`config.mk`:
```
export PLATFORM = sky130hd
export DESIGN_NAME = hazard_sequencer
export DESIGN_NICKNAME = d
export VERILOG_FILES = /design/src/rtl/hazard_pkg.sv /design/src/rtl/sat_counter.sv /design/src/rtl/hazard_sequencer.sv
export SDC_FILE = /design/constraint.sdc
export NUM_CORES = 1
export LEC_CHECK = 0
export ABC_AREA = 1
export BUFFER_PORTS_ARGS = -buffer_cell sky130_fd_sc_hd__buf_2
export CELL_PAD_IN_SITES_DETAIL_PLACEMENT = 0
export CELL_PAD_IN_SITES_GLOBAL_PLACEMENT = 2
export CORE_MARGIN = 2
export CORE_UTILIZATION = 30
export CTS_BUF_LIST = sky130_fd_sc_hd__clkbuf_4
export DETAILED_ROUTE_END_ITERATION = 7
export HOLD_SLACK_MARGIN = 0.06
export PLACE_DENSITY_LB_ADDON = 0.1
export SYNTH_ARGS = -nofsm -noshare
export SYNTH_HDL_FRONTEND = slang
export SYNTH_SLANG_ARGS = --single-unit
```
`constraint.sdc`:
```
create_clock -name clk -period 3.9 [get_ports clk]
set_input_delay 0.585 -clock clk [delete_from_list [all_inputs] [get_ports clk]]
set_output_delay 0.585 -clock clk [all_outputs]
set_load 0.02 [all_outputs]
```
`src/rtl/hazard_pkg.sv`:
```
// Shared types and constants for the pipeline hazard sequencer.
package hazard_pkg;

    localparam int REG_W = 5;
    localparam logic [REG_W-1:0] XZR = 5'd31;

    typedef enum logic [1:0] {
        INIT     = 2'd0,
        RUN      = 2'd1,
        LU_STALL = 2'd2,
        BR_FLUSH = 2'd3
    } state_t;

endpackage

```
`src/rtl/sat_counter.sv`:
```
// Event counter that sticks at all-ones instead of wrapping.
module sat_counter #(
    parameter int WIDTH = 16
) (
    input  logic             clk,
    input  logic             rst_n,
    input  logic             inc,
    output logic [WIDTH-1:0] count
);

    always_ff @(posedge clk) begin
        if (!rst_n) begin
            count <= '0;
        end else if (inc && (count != '1)) begin
            count <= count + WIDTH'(1);
        end
    end

endmodule

```
`src/rtl/hazard_sequencer.sv`:
```
// Load-use stall / taken-branch flush controller with post-reset quiet period.
module hazard_sequencer
    import hazard_pkg::*;
#(
    parameter int CNT_W       = 16,
    parameter int START_DELAY = 2
) (
    input  logic             clk,
    input  logic             rst_n,
    input  logic [REG_W-1:0] IFID_rn,
    input  logic [REG_W-1:0] IFID_rm,
    input  logic             IFID_rm_used,
    input  logic             IDEX_readMem,
    input  logic [REG_W-1:0] IDEX_rd,
    input  logic             EXMEM_Branch,
    input  logic             EXMEM_Z,
    output logic             wPC,
    output logic             IFID_write,
    output logic             IFID_flush,
    output logic             IDEX_bubble,
    output logic             EXMEM_flush,
    output logic [CNT_W-1:0] stall_count,
    output logic [CNT_W-1:0] flush_count,
    output logic [1:0]       state
);

    localparam logic [1:0] S_INIT     = INIT;
    localparam logic [1:0] S_RUN      = RUN;
    localparam logic [1:0] S_LU_STALL = LU_STALL;
    localparam logic [1:0] S_BR_FLUSH = BR_FLUSH;

    // The delay counter runs one past START_DELAY so RUN begins START_DELAY+1
    // cycles after the first edge that sees rst_n high.
    localparam int                DLY_W    = $clog2(START_DELAY + 2);
    localparam logic [DLY_W-1:0]  DLY_LAST = DLY_W'(START_DELAY + 1);

    logic [1:0]       state_q;
    logic [1:0]       state_d;
    logic [DLY_W-1:0] dly_q;
    logic             lu_hazard;
    logic             taken;
    logic             stall_inc;
    logic             flush_inc;

    assign lu_hazard = IDEX_readMem && (IDEX_rd != XZR) &&
                       ((IDEX_rd == IFID_rn) || (IFID_rm_used && (IDEX_rd == IFID_rm)));
    assign taken     = EXMEM_Branch && EXMEM_Z;

    always_comb begin
        state_d     = state_q;
        wPC         = 1'b1;
        IFID_write  = 1'b1;
        IFID_flush  = 1'b0;
        IDEX_bubble = 1'b0;
        EXMEM_flush = 1'b0;
        stall_inc   = 1'b0;
        flush_inc   = 1'b0;
        state       = state_q;

        if (!rst_n) begin
            state       = S_INIT;
            state_d     = S_INIT;
            wPC         = 1'b0;
            IFID_write  = 1'b0;
            IFID_flush  = 1'b1;
            IDEX_bubble = 1'b1;
            EXMEM_flush = 1'b1;
        end else begin
            case (state_q)
                S_INIT: begin
                    wPC         = 1'b0;
                    IFID_write  = 1'b0;
                    IFID_flush  = 1'b1;
                    IDEX_bubble = 1'b1;
                    EXMEM_flush = 1'b1;
                    if (dly_q == DLY_LAST) state_d = S_RUN;
                end
                S_RUN, S_LU_STALL: begin
                    // Flush outranks a coincident load-use hazard; LU_STALL masks the hazard.
                    if (taken) begin
                        IFID_flush  = 1'b1;
                        IDEX_bubble = 1'b1;
                        EXMEM_flush = 1'b1;
                        flush_inc   = 1'b1;
                        state_d     = S_BR_FLUSH;
                    end else if ((state_q == S_RUN) && lu_hazard) begin
                        wPC         = 1'b0;
                        IFID_write  = 1'b0;
                        IDEX_bubble = 1'b1;
                        stall_inc   = 1'b1;
                        state_d     = S_LU_STALL;
                    end else begin
                        state_d = S_RUN;
                    end
                end
                S_BR_FLUSH: begin
                    if (lu_hazard) begin
                        wPC         = 1'b0;
                        IFID_write  = 1'b0;
                        IDEX_bubble = 1'b1;
                        stall_inc   = 1'b1;
                        state_d     = S_LU_STALL;
                    end else begin
                        state_d = S_RUN;
                    end
                end
                default: state_d = S_INIT;
            endcase
        end
    end

    always_ff @(posedge clk) begin
        if (!rst_n) begin
            state_q <= S_INIT;
            dly_q   <= '0;
        end else begin
            state_q <= state_d;
            if ((state_q == S_INIT) && (dly_q != DLY_LAST)) dly_q <= dly_q + DLY_W'(1);
        end
    end

    sat_counter #(.WIDTH(CNT_W)) u_stall_cnt (
        .clk   (clk),
        .rst_n (rst_n),
        .inc   (stall_inc),
        .count (stall_count)
    );

    sat_counter #(.WIDTH(CNT_W)) u_flush_cnt (
        .clk   (clk),
        .rst_n (rst_n),
        .inc   (flush_inc),
        .count (flush_count)
    );

endmodule

```
==> impl_metrics.ini <==
[timing]
fin_tns_setup_ps = 0
fmax_mhz = 382
maxSlewViolCount = 0
worst-slew-pin-transition_ps = 616
hold_viol = 0
fin_crit_sh = 0.671
min_period_ps = 2620
relSlewSlack = 0.586
timing.hold.ws_ps = 482
skew_ps = 11.1
fin_ws_ps = 1280
report.final.setup_viol = 0
rsz0062_at_grt = false

[final_layout]
fillers = 905
areaGrowthSynthToFinish_pct = 19.1
layout.nets = 478
diodes = 0
drive_gt1_frac = 0.169

[critical_path]
end_kind = output pin
r2r_end = u_flush_cnt.count[9]
worstPathRequired_ps = 3310
cp.arrival_ps = 2030
reg2reg_from = state_q[0]
criticalPathCategory = reg2out
reg2reg_depth = 7
cp-start-kind = flip-flop
cp_max_fo = 34
ff2ff_setup_slack_ps = 1590

[clock_network]
root_buffer = clkbuf_4
insertion_delay_ps = 340
numCtsBuffers = 5
ctsHoldBuffers = 0
clkTransAtPathRegs_ps = 100
cts.repair.resized = 0
cts_tree = built
cts_max_level = 2
cts.sinks = 36
post_cts_buffers = 0
clockBufferDepth = 2

[min_path]
hold_depth = 2
hp-class = reg2reg
hold_end = dly_q[0]
hp-start = dly_q[0]

[logic_synthesis]
synth_fa_ha_area_frac = 0.0367
synth_simple_gate_area_frac = 0.418
ys_ff_latch = 36
syn_area_sq_um = 2390
syn_area_per_cell_sq_um = 6.06
muxShareOfSynthArea = 0
synthXorXnorAreaFrac = 0.0294
seq_area_frac_synth = 0.302
yosysWarnings = 0
synth-compound-area-share = 0.0671
netlist_instances = 394
synth_nets = 422
yosysUniqueCellTypes = 31
synth_top_family_by_area = simple AND/OR/NAND/NOR gates

[place]
dp_slack_ps = 1360
port_buffers = 59
place.gp.congestion = 0.793
dpl.hpwl_um = 4580

[grt]
met2_usage = 0.251
grt_pass1_vias = 2300
grt_usage = 0.150
met1_usage = 0.197
grt_use_met3 = 0.0290
antenna_found_initial = 0
busiest_layer = met2
grt_pass1_wl_um = 10600
grt_start_max_net_pins = 35
overflow = 0

[drt]
vias = 2492
viasPerCell = 4.51
ant_nets = 0
drc_errors = 0
firstDrtPassIters = 4
drtIter0Drc = 67
drt-wirelength-per-cell_um = 11.1
routed_wl_um = 6120

[floorplan]
rows = 32
core_area_sq_um = 7730
pin_count = 60
initial_core_util = 0.309
dieArea_sq_um = 8680
die_h_um = 93.2
die_w_um = 93.2

[flow_run]
drv_cap = 0

[power_and_ir_drop]
finalPower_w = 0.000833
p_leak_nw = 1.40
powerDensity_nw_per_um2 = 293
max-vdd-ir-drop_mv = 0.103

[status]
outcome = completed
-- routing by layer --
layer,up-vias,routed length (um)
met4,0,72
li1,1357,-
met3,6,231
met2,36,2890
met5,-,0
met1,1093,2920
-- cells in the final DEF, fill, tap and decap left out, types with 2 or more instances in the layout --
cell,synthesis,routed
nor2_1,44,44
nand2_1,106,106
dfxtp_1,36,36
inv_2,3,3
clkinv_1,1,3
ha_1,7,7
buf_2,1,59
buf_4,4,3
a21oi_1,12,12
nor3_1,10,10
nand4_1,25,25
nor3b_1,2,2
o21ai_0,11,11
nand3_1,28,28
xor2_1,4,4
nor4_1,5,5
inv_1,72,72
clkbuf_4,0,5
xnor2_1,4,4
-- synth_stat cells --
cell type	n	area share
nand3_1	28	0.059
inv_2	3	0.0047
o211ai_1	1	0.0031
a21boi_0	1	0.0031
o21ai_0	11	0.023
nand3_2	1	0.0042
clkbuf_1	7	0.011
buf_1	1	0.0016
o21a_1	1	0.0031
clkinv_1	1	0.0016
a21oi_1	12	0.025
buf_2	1	0.0021
nor3_1	10	0.021
ha_1	7	0.037
nor2_1	44	0.069
xnor2_1	4	0.015
a31oi_1	1	0.0026
xor2_1	4	0.015
nand4_1	25	0.066
nor4_1	5	0.013
nand4_2	1	0.0052
and3_1	1	0.0026
nor2_2	1	0.0026
nand2_1	106	0.17
dfxtp_1	36	0.30
nor3b_1	2	0.0063
buf_4	4	0.013
inv_1	72	0.11
o21ai_2	1	0.0037
nand2_2	1	0.0026
a22oi_1	1	0.0031
-- state kept, by name, indices dropped and copies added, names as in the netlist --
| signal | flops |
|---|---|
| dly_q | 2 |
| u_stall_cnt.count | 16 |
| state_q | 2 |
| u_flush_cnt.count | 16 |
-- stage by stage --
stage / std cells / cell area (sq um) / util
final: 553 / 2840 / 0.368
after CTS: 553 / 2840 / 0.368
after floorplan: 394 / 2390 / -
after detailed placement: 545 / 2770 / 0.358
after global routing: 553 / 2840 / 0.368
after global placement: 545 / 2770 / 0.358
-- worst max path at each step --
stage / from / end / slack, ps / depth (start not counted)
finish: state_q[0] / IFID_write / 1280 / 6
global route: state_q[0] / wPC / 1150 / 6
CTS: state_q[0] / IFID_write / 1240 / 6
detailed placement: rst_n / IFID_write / 1360 / 6
global placement: rst_n / wPC / 1380 / 6
floorplan: rst_n / wPC / 1180 / 5
-- cells by family after synthesis --
family	Yosys count
DFF	36
and+or+nand+nor	225
buffers and inverters	89
AOI/OAI and AO/OA	29
xor gates and xnor gates	8
adders and majority gates	7
-- area by class of cell --
type | instances | area [sq um] | area share
Clock buffer | 5 | 37.5 | 0.0132
Clock inverter | 3 | 37.5 | 0.0132
Inverter | 76 | 285 | 0.100
Timing Repair Buffer | 62 | 318 | 0.112
Multi-Input combinational cell | 269 | 1320 | 0.463
Tap cell | 102 | 128 | 0.0449
Sequential cell | 36 | 721 | 0.254
-- power by group --
group	total (W)	internal (W)	switching (W)
combinational	0.000178	0.0000582	0.000120
clock	0.000261	0.000131	0.000130
sequential	0.000394	0.000381	0.0000128
-- worst max-delay path: stages (launching register included) --
cell      delay (ps)
dfxtp_1          460
inv_1             70
ha_1             230
nor2_2           100
buf_4            350
a21boi_0         270
buf_2            210
Power figures use the tool's default switching activity.
